File: src/rtl/ac_table_walker.sv
// Aho-Corasick goto/failure table walker: one symbol per walk, goto table scanned linearly.
// Latency: match at goto entry i is visible i+2 cycles after accept; each failure hop costs GOTO_DEPTH+1.
module ac_table_walker #(
  parameter int SYM_W      = 4,
  parameter int STATE_W    = 8,
  parameter int GOTO_DEPTH = 32,
  localparam int NSTATES   = 1 << STATE_W,
  localparam int MAXD      = (GOTO_DEPTH > NSTATES) ? GOTO_DEPTH : NSTATES,
  localparam int AW        = $clog2(MAXD),
  localparam int DW        = 2 * STATE_W + SYM_W + 1
) (
  input  logic               i_clk,
  input  logic               i_rst,
  input  logic               i_initialize,
  input  logic               i_en,
  input  logic [SYM_W-1:0]   i_string,
  output logic               o_ready,
  input  logic               i_wr_en,
  input  logic [1:0]         i_wr_sel,
  input  logic [AW-1:0]      i_wr_addr,
  input  logic [DW-1:0]      i_wr_data,
  output logic [STATE_W-1:0] o_now_state_out,
  output logic               o_out_valid,
  output logic               o_en_match,
  output logic               o_fail_err
);

  localparam int IW = (GOTO_DEPTH > 1) ? $clog2(GOTO_DEPTH) : 1;

  typedef struct packed {
    logic               vld;
    logic [STATE_W-1:0] cur;
    logic [SYM_W-1:0]   chr;
    logic [STATE_W-1:0] nxt;
  } goto_t;

  typedef enum logic [1:0] {S_IDLE, S_SCAN, S_FAIL, S_DONE} fsm_t;

  fsm_t               r_state, w_state_nx;
  logic [SYM_W-1:0]   r_sym, w_sym_nx;
  logic [STATE_W-1:0] r_s, w_s_nx;
  logic [IW-1:0]      r_idx, w_idx_nx;
  logic [STATE_W-1:0] r_hop, w_hop_nx;
  logic [STATE_W-1:0] r_cur;
  logic               r_out_valid, r_en_match, r_fail_err;

  goto_t              r_goto [GOTO_DEPTH];
  logic [STATE_W-1:0] r_fail [NSTATES];
  logic               r_acc  [NSTATES];

  goto_t              w_ent;
  logic               w_hit, w_last, w_ready, w_done, w_abort;
  logic [STATE_W-1:0] w_next;
  logic               w_wr_ok, w_wr_goto, w_wr_fail, w_wr_acc;

  assign w_ent   = r_goto[r_idx];
  assign w_hit   = w_ent.vld && (w_ent.cur == r_s) && (w_ent.chr == r_sym);
  assign w_last  = (r_idx == IW'(GOTO_DEPTH - 1));
  assign w_ready = (r_state == S_IDLE) && !i_wr_en && !i_initialize;

  // Table writes only land while idle so a walk never sees a half-updated table.
  assign w_wr_ok   = i_wr_en && (r_state == S_IDLE);
  assign w_wr_goto = w_wr_ok && (i_wr_sel == 2'd0) && (32'(i_wr_addr) < GOTO_DEPTH);
  assign w_wr_fail = w_wr_ok && (i_wr_sel == 2'd1) && (32'(i_wr_addr) < NSTATES);
  assign w_wr_acc  = w_wr_ok && (i_wr_sel == 2'd2) && (32'(i_wr_addr) < NSTATES);

  always_comb begin
    w_state_nx = r_state;
    w_sym_nx   = r_sym;
    w_s_nx     = r_s;
    w_idx_nx   = r_idx;
    w_hop_nx   = r_hop;
    w_done     = 1'b0;
    w_abort    = 1'b0;
    w_next     = '0;
    case (r_state)
      S_IDLE: begin
        if (i_en && w_ready) begin
          w_sym_nx   = i_string;
          w_s_nx     = r_cur;
          w_idx_nx   = '0;
          w_hop_nx   = '0;
          w_state_nx = S_SCAN;
        end
      end
      S_SCAN: begin
        if (w_hit) begin
          w_next     = w_ent.nxt;
          w_done     = 1'b1;
          w_state_nx = S_DONE;
        end else if (w_last) begin
          if (r_s == '0) begin
            w_done     = 1'b1;
            w_state_nx = S_DONE;
          end else begin
            w_state_nx = S_FAIL;
          end
        end else begin
          w_idx_nx = r_idx + IW'(1);
        end
      end
      S_FAIL: begin
        // The hop that would make the count reach 2^STATE_W aborts instead of scanning again.
        if (r_hop == '1) begin
          w_abort    = 1'b1;
          w_done     = 1'b1;
          w_state_nx = S_DONE;
        end else begin
          w_s_nx     = r_fail[r_s];
          w_idx_nx   = '0;
          w_hop_nx   = r_hop + STATE_W'(1);
          w_state_nx = S_SCAN;
        end
      end
      S_DONE:  w_state_nx = S_IDLE;
      default: w_state_nx = S_IDLE;
    endcase
    if (i_initialize) begin
      w_state_nx = S_IDLE;
      w_idx_nx   = '0;
      w_hop_nx   = '0;
      w_done     = 1'b0;
      w_abort    = 1'b0;
    end
  end

  always_ff @(posedge i_clk) begin
    if (i_rst) begin
      r_state     <= S_IDLE;
      r_sym       <= '0;
      r_s         <= '0;
      r_idx       <= '0;
      r_hop       <= '0;
      r_cur       <= '0;
      r_out_valid <= 1'b0;
      r_en_match  <= 1'b0;
      r_fail_err  <= 1'b0;
      for (int i = 0; i < GOTO_DEPTH; i++) r_goto[i] <= '0;
      for (int i = 0; i < NSTATES; i++) begin
        r_fail[i] <= '0;
        r_acc[i]  <= 1'b0;
      end
    end else begin
      r_state     <= w_state_nx;
      r_sym       <= w_sym_nx;
      r_s         <= w_s_nx;
      r_idx       <= w_idx_nx;
      r_hop       <= w_hop_nx;
      // Result registers load on entry to DONE so they are visible during the DONE cycle.
      r_out_valid <= w_done;
      r_en_match  <= w_done && r_acc[w_next];
      if (w_done)            r_cur <= w_next;
      else if (i_initialize) r_cur <= '0;
      if (w_abort) r_fail_err <= 1'b1;
      if (w_wr_goto) r_goto[i_wr_addr[IW-1:0]]     <= goto_t'(i_wr_data);
      if (w_wr_fail) r_fail[i_wr_addr[STATE_W-1:0]] <= i_wr_data[STATE_W-1:0];
      if (w_wr_acc)  r_acc[i_wr_addr[STATE_W-1:0]]  <= i_wr_data[0];
    end
  end

  assign o_ready         = w_ready;
  assign o_now_state_out = r_cur;
  assign o_out_valid     = r_out_valid;
  assign o_en_match      = r_en_match;
  assign o_fail_err      = r_fail_err;

endmodule

File: config.mk
export PLATFORM = sky130hd
export DESIGN_NAME = ac_table_walker
export DESIGN_NICKNAME = d
export VERILOG_FILES = /design/src/rtl/ac_table_walker.sv
export SDC_FILE = /design/constraint.sdc
export NUM_CORES = 2
export LEC_CHECK = 0
export ABC_AREA = 1
export ABC_CLOCK_PERIOD_IN_PS = 6300
export BUFFER_PORTS_ARGS = -buffer_cell sky130_fd_sc_hd__buf_2
export CAP_MARGIN = 20
export CORE_UTILIZATION = 50
export DETAILED_ROUTE_END_ITERATION = 8
export PLACE_DENSITY_LB_ADDON = 0.15
export SYNTH_ARGS = -nofsm -noshare
export SYNTH_HDL_FRONTEND = slang
export SYNTH_SLANG_ARGS = --single-unit
File: constraint.sdc
create_clock -name i_clk -period 6.3 [get_ports i_clk]
set_input_delay 1.26 -clock i_clk [delete_from_list [all_inputs] [get_ports i_clk]]
set_output_delay 1.26 -clock i_clk [all_outputs]
set_load 0.03 [all_outputs]
======== After elaboration in Yosys (flattened, before gate mapping) ========
Memory sizes are Yosys's and may differ from the RTL's. A register that Yosys moved wholly into a read port is not among the register bits.
Index checks and enable logic that the tools add are counted.
W data, S select, Z words.
storage, ports and cells
  bits in registers ....................... 38
  bits in writable memories ............... 2976
  input port bits ......................... 40
  output and inout port bits .............. 12
  word-level logic and storage cells ...... 109
  memories kept ........................... 3
operators by class
  add/sub/neg operators ................... 2
  magnitude comparators ................... 1
  equality and inequality tests ........... 14
  muxes and demuxes ....................... 53
  reductions and logical operators ........ 27
memory list
  memory  depth  width  rd ports  clocked after memory_dff  wr ports  RTL line  text
  r_fail  256    8      1         1                         256       48        logic [STATE_W-1:0] r_fail [NSTATES];
  r_goto  32     21     1         1                         32        47        goto_t r_goto [GOTO_DEPTH];
  r_acc   256    1      1         0                         256       49        logic r_acc [NSTATES];
operator list
  kind                   number
  $mux W8                13
  $mux W5                7
  $pmux W8 S2            2
  $mux W1                23
  $mux W21               1
  $reduce_or A21 Y1      1
  $pmux W5 S3            1
  $logic_and A1 B1 Y1    11
  $add A8 B1 Y8 const B  1
  $eq A8 B8 Y1           1
  $eq A8 B8 Y1 const B   1
  $logic_not A8 Y1       1
  $lt A8 B6 Y1 const B   1
  $mux W2                4
  $pmux W2 S4            1
  $reduce_or A8 Y1       1
  $eq A2 B2 Y1 const B   3
  $ne A2 B2 Y1 const B   3
  $add A5 B1 Y5 const B  1
  $eq A5 B5 Y1 const B   1
  $reduce_and A5 Y1      1
  $eq A2 B1 Y1 const B   2
  $eq A4 B4 Y1           1
  $logic_not A2 Y1       2
  other kinds (10)       13

======== Longest topological paths before layout ========
  depth after elaboration ................. 9
  depth in mapped cells ................... 30

======== Worst setup path after synthesis ========
OpenSTA, ideal clock, no wires.
  kind .................................... input -> register
  start point ............................. input i_initialize
  end point ............................... register r_hop[7]
  library setup time ...................... 81 ps
  data arrival time ....................... 3500 ps
  slack ................................... 2719 ps
  cell stages on the path ................. 14
  path through ............................ nor3_1 nand2_1 nand2_1 nand2_1 inv_1 nand2_1 nand2_1 inv_1 nor2_1 nand3_1 nor3_1 nand2_1 nand2_1 nor3b_1
between the ends
  word-level cells in the longest chain between the ends .. 5
RTL lines
  what                                RTL line  text
  start, declared                     14        input logic i_initialize,
  $logic_not A1 Y1                    59        assign w_ready = (r_state == S_IDLE) && !i_wr_en && !i_initialize;
  $logic_and A1 B1 Y1                 59
  $logic_and A1 B1 Y1                 78        if (i_en && w_ready) begin
  $ne A2 B1 Y1 (no source line)       --
  $reduce_and A3 Y1 (no source line)  --
  end signal, assigned                148       r_hop <= w_hop_nx;
  end, declared                       43        logic [STATE_W-1:0] r_hop, w_hop_nx;
Several ways; a longest one is shown, not always the timed one.
A chain may end at the register's enable or synchronous reset.

==> results.py <==
metrics = {
    "placement": {
        "gp_congestion": 0.9434,
        "dp_hpwl_mm": 262.6,
        "io_buffers": 51,
        "dp_slack_ps": 621.8,
    },
    "drt": {
        "vias": 107600,
        "ant_nets": 0,
        "drtIter0Drc": 14410,
        "drcViolationCount": 0,
        "viasPerCell": 6.233,
        "routedWlPerCell_um": 25.74,
        "first_pass_iters": 6,
        "wl_mm": 444.6,
    },
    "critical_path": {
        "path_max_fanout": 97,
        "cp_common_cell": "nand3_1",
        "cpPeakStageDelay_ps": 820,
        "required_ps": 7130,
        "crit_family": "simple AND/OR/NAND/NOR gates",
        "worstPathArrival_ps": 6510,
        "startpoint_type": "flip-flop",
        "critPathBufInv": 2,
        "critPathKind": "flip-flop to flip-flop",
        "cp_slowest_cell": "buf_4",
        "cp-end-kind": "flip-flop",
    },
    "global_route": {
        "grt_max_degree": 171,
        "grt_pass1_wl_mm": 656.9,
        "grt_pass1_vias": 102100,
        "antenna_found_initial": 19,
        "grt_usage_pct": 31.28,
        "grt_overflow_total": 0,
    },
    "floorplan": {
        "core_area_um2": 273900,
        "start_util_pct": 50.36,
        "die-area_um2": 278000,
        "ios": 52,
        "die_w_um": 527.2,
        "die_h_um": 527.2,
        "fp-row-count": 192,
    },
    "clock_tree": {
        "path_clk_slew_ps": 60,
        "cts_buffers": 327,
        "cts_tree": "done",
        "cts_resized": 0,
        "hold_buffers": 0,
        "htreeDepth": 5,
        "cts_buffer_depth": 4,
        "clkSinkCount": 3027,
        "cts_setup_buffers": 0,
        "root_buffer": "clkbuf_16",
        "clk_latency_ps": 950,
    },
    "sta": {
        "fin_skew_ps": 33.04,
        "rsz0062_at_grt": "false",
        "min_period_ps": 5682,
        "tightestPinTransition_ps": 1114,
        "fin_ws_ps": 618.4,
        "max_slew_margin_pct": 24.54,
        "min_period_over_period_pct": 90.18,
        "max_freq_mhz": 176.0,
        "setup_viol": 0,
        "finalHoldViolCount": 0,
        "slew_viol_final": 0,
        "tns_ps": 0,
    },
    "status": {
        "status": "complete, no violations",
    },
    "synthesis": {
        "syn_area_per_cell_um2": 9.839,
        "ys_types": 45,
        "ys_seq_area_share_pct": 65.53,
        "syn_inst": 14020,
        "syn_nets": 14070,
        "synth.cell_area_um2": 137900,
        "ys_ff_latch": 3027,
        "yosysWarnings": 0,
    },
    "layout": {
        "finalNetCount": 13460,
        "multi_input_comb_area_um2": 42200,
        "seqCellArea_um2": 90420,
        "layout.cells.most_common": "nor2_1",
        "fillers": 23800,
        "synthToLayoutAreaGrowth_pct": 9.943,
        "drive_gt1_share_pct": 6.386,
        "layout_common_cells": "nor2_1 (4408), edfxtp_1 (2976), nand2_1 (1528), o21ai_0 (1385), nand3_1 (1147)",
        "postLayoutCoreUtil_pct": 55.37,
    },
    "pwr": {
        "p_total_mw": 45.01,
        "power.leakage_nw": 57.15,
        "ir_drop_mv": 0.2807,
        "p_per_area_nw_per_um2": 296.8,
    },
    "flow_run": {
        "maxCapViolCount": 0,
    },
    "min_path": {
        "min_path_type": "flip-flop to flip-flop",
    },
}
[cells by family after synthesis]
group | after synthesis | share of synthesized area (%)
and+or+nand+nor | 7267 | 21.07
DFF | 3027 | 65.53
AOI/OAI and AO/OA | 2307 | 9.288
buffers and inverters | 1411 | 4.046
adders and majority gates | 7 | 0.06350
[per-stage QoR]
step | std cells | cell area (um2) | hold slack [ps]
final | 17270 | 151600 | 497.8
after detailed placement | 16660 | 140900 | 480.6
after CTS | 17250 | 151400 | 489.4
after floorplan | 14020 | 137900 | 444.7
after global routing | 17260 | 151600 | 522.7
after global placement | 16660 | 140700 | 463.5
[path summary, 6_finish.rpt]
path / slack (ps) / cells past startpoint / from / to
setup reg to reg: 620 / 25 / flip-flop / o_en_match
setup / recovery: 620 / 25 / flip-flop / o_en_match
hold / removal: 500 / 2 / r_hop[1] / r_hop[1]
hold reg to reg: 500 / 2 / r_hop[1] / r_hop[1]
[worst reg2reg max path: cells and delay by family (launching register included)]
kind,cells,cell delay (ps)
AND/OR/NAND/NOR,23,3670
flip-flops,1,600
buffers and inverters,2,1310
[Yosys cell counts (all sizes together)]
master     n  area, um2
o41ai      1      8.760
buf      206       1057
a22oi     34      255.2
nor3      54      270.3
a21o       1      7.510
or2        2      12.51
o211a      1      10.01
o21bai     8      60.06
nand3b    30      225.2
clkinv     5      18.77
o21ai   1387       6942
and2       1      6.260
nor2    4446      16700
o211ai     8      60.06
dfxtp     51       1021
a31o       2      17.52
a21oi    143      719.4
a31oi      1      6.260
ha         7      87.58
a211oi    10      75.07
nand2   1529       5742
o31ai      2      15.01
nand4     49      306.5
a221oi    19      166.4
o221ai     6      52.55
o32ai     43      376.6
o311ai     8      70.07
nor3b      5      37.54
nor4       2      12.51
edfxtp  2976      89370
a221o      1      10.01
a32oi      2      17.52
nand3   1149       5756
inv      147      551.8
clkbuf  1053       3953
o22ai    630       3941
[registers in the layout, summed over array words and instances, names as in the netlist, named ones only]
| register | count |
|---|---|
| r_fail | 2048 |
| r_goto | 672 |
| r_acc | 256 |
| o_now_state_out | 8 |
| r_hop | 8 |
| r_s | 8 |
| r_idx | 5 |
| r_sym | 4 |
| r_state | 2 |
| o_en_match | 1 |
| o_fail_err | 1 |
| o_out_valid | 1 |
[routing by layer]
metal	global-route usage [%]	vias up	share of wire (%)
met5	0	-	0.023
met4	12.12	16	4.2
met3	5.524	923	11
met2	48.97	6357	46
met1	43.48	52780	39
li1	-	47570	-
[power by group]
part | switching [mW] | internal, mW
clock | 8.27 | 11.1
sequential | 0.223 | 22.7
combinational | 2.16 | 0.558
[area by class of cell]
cell class | count | area share (%)
Antenna cell | 11 | 0.01815
Clock buffer | 401 | 5.691
Clock inverter | 188 | 1.273
Inverter | 152 | 0.4497
Multi-Input combinational cell | 9581 | 27.83
Sequential cell | 3027 | 59.62
Tap cell | 3589 | 2.961
Timing Repair Buffer | 321 | 2.152
Power figures use the tool's default switching activity.
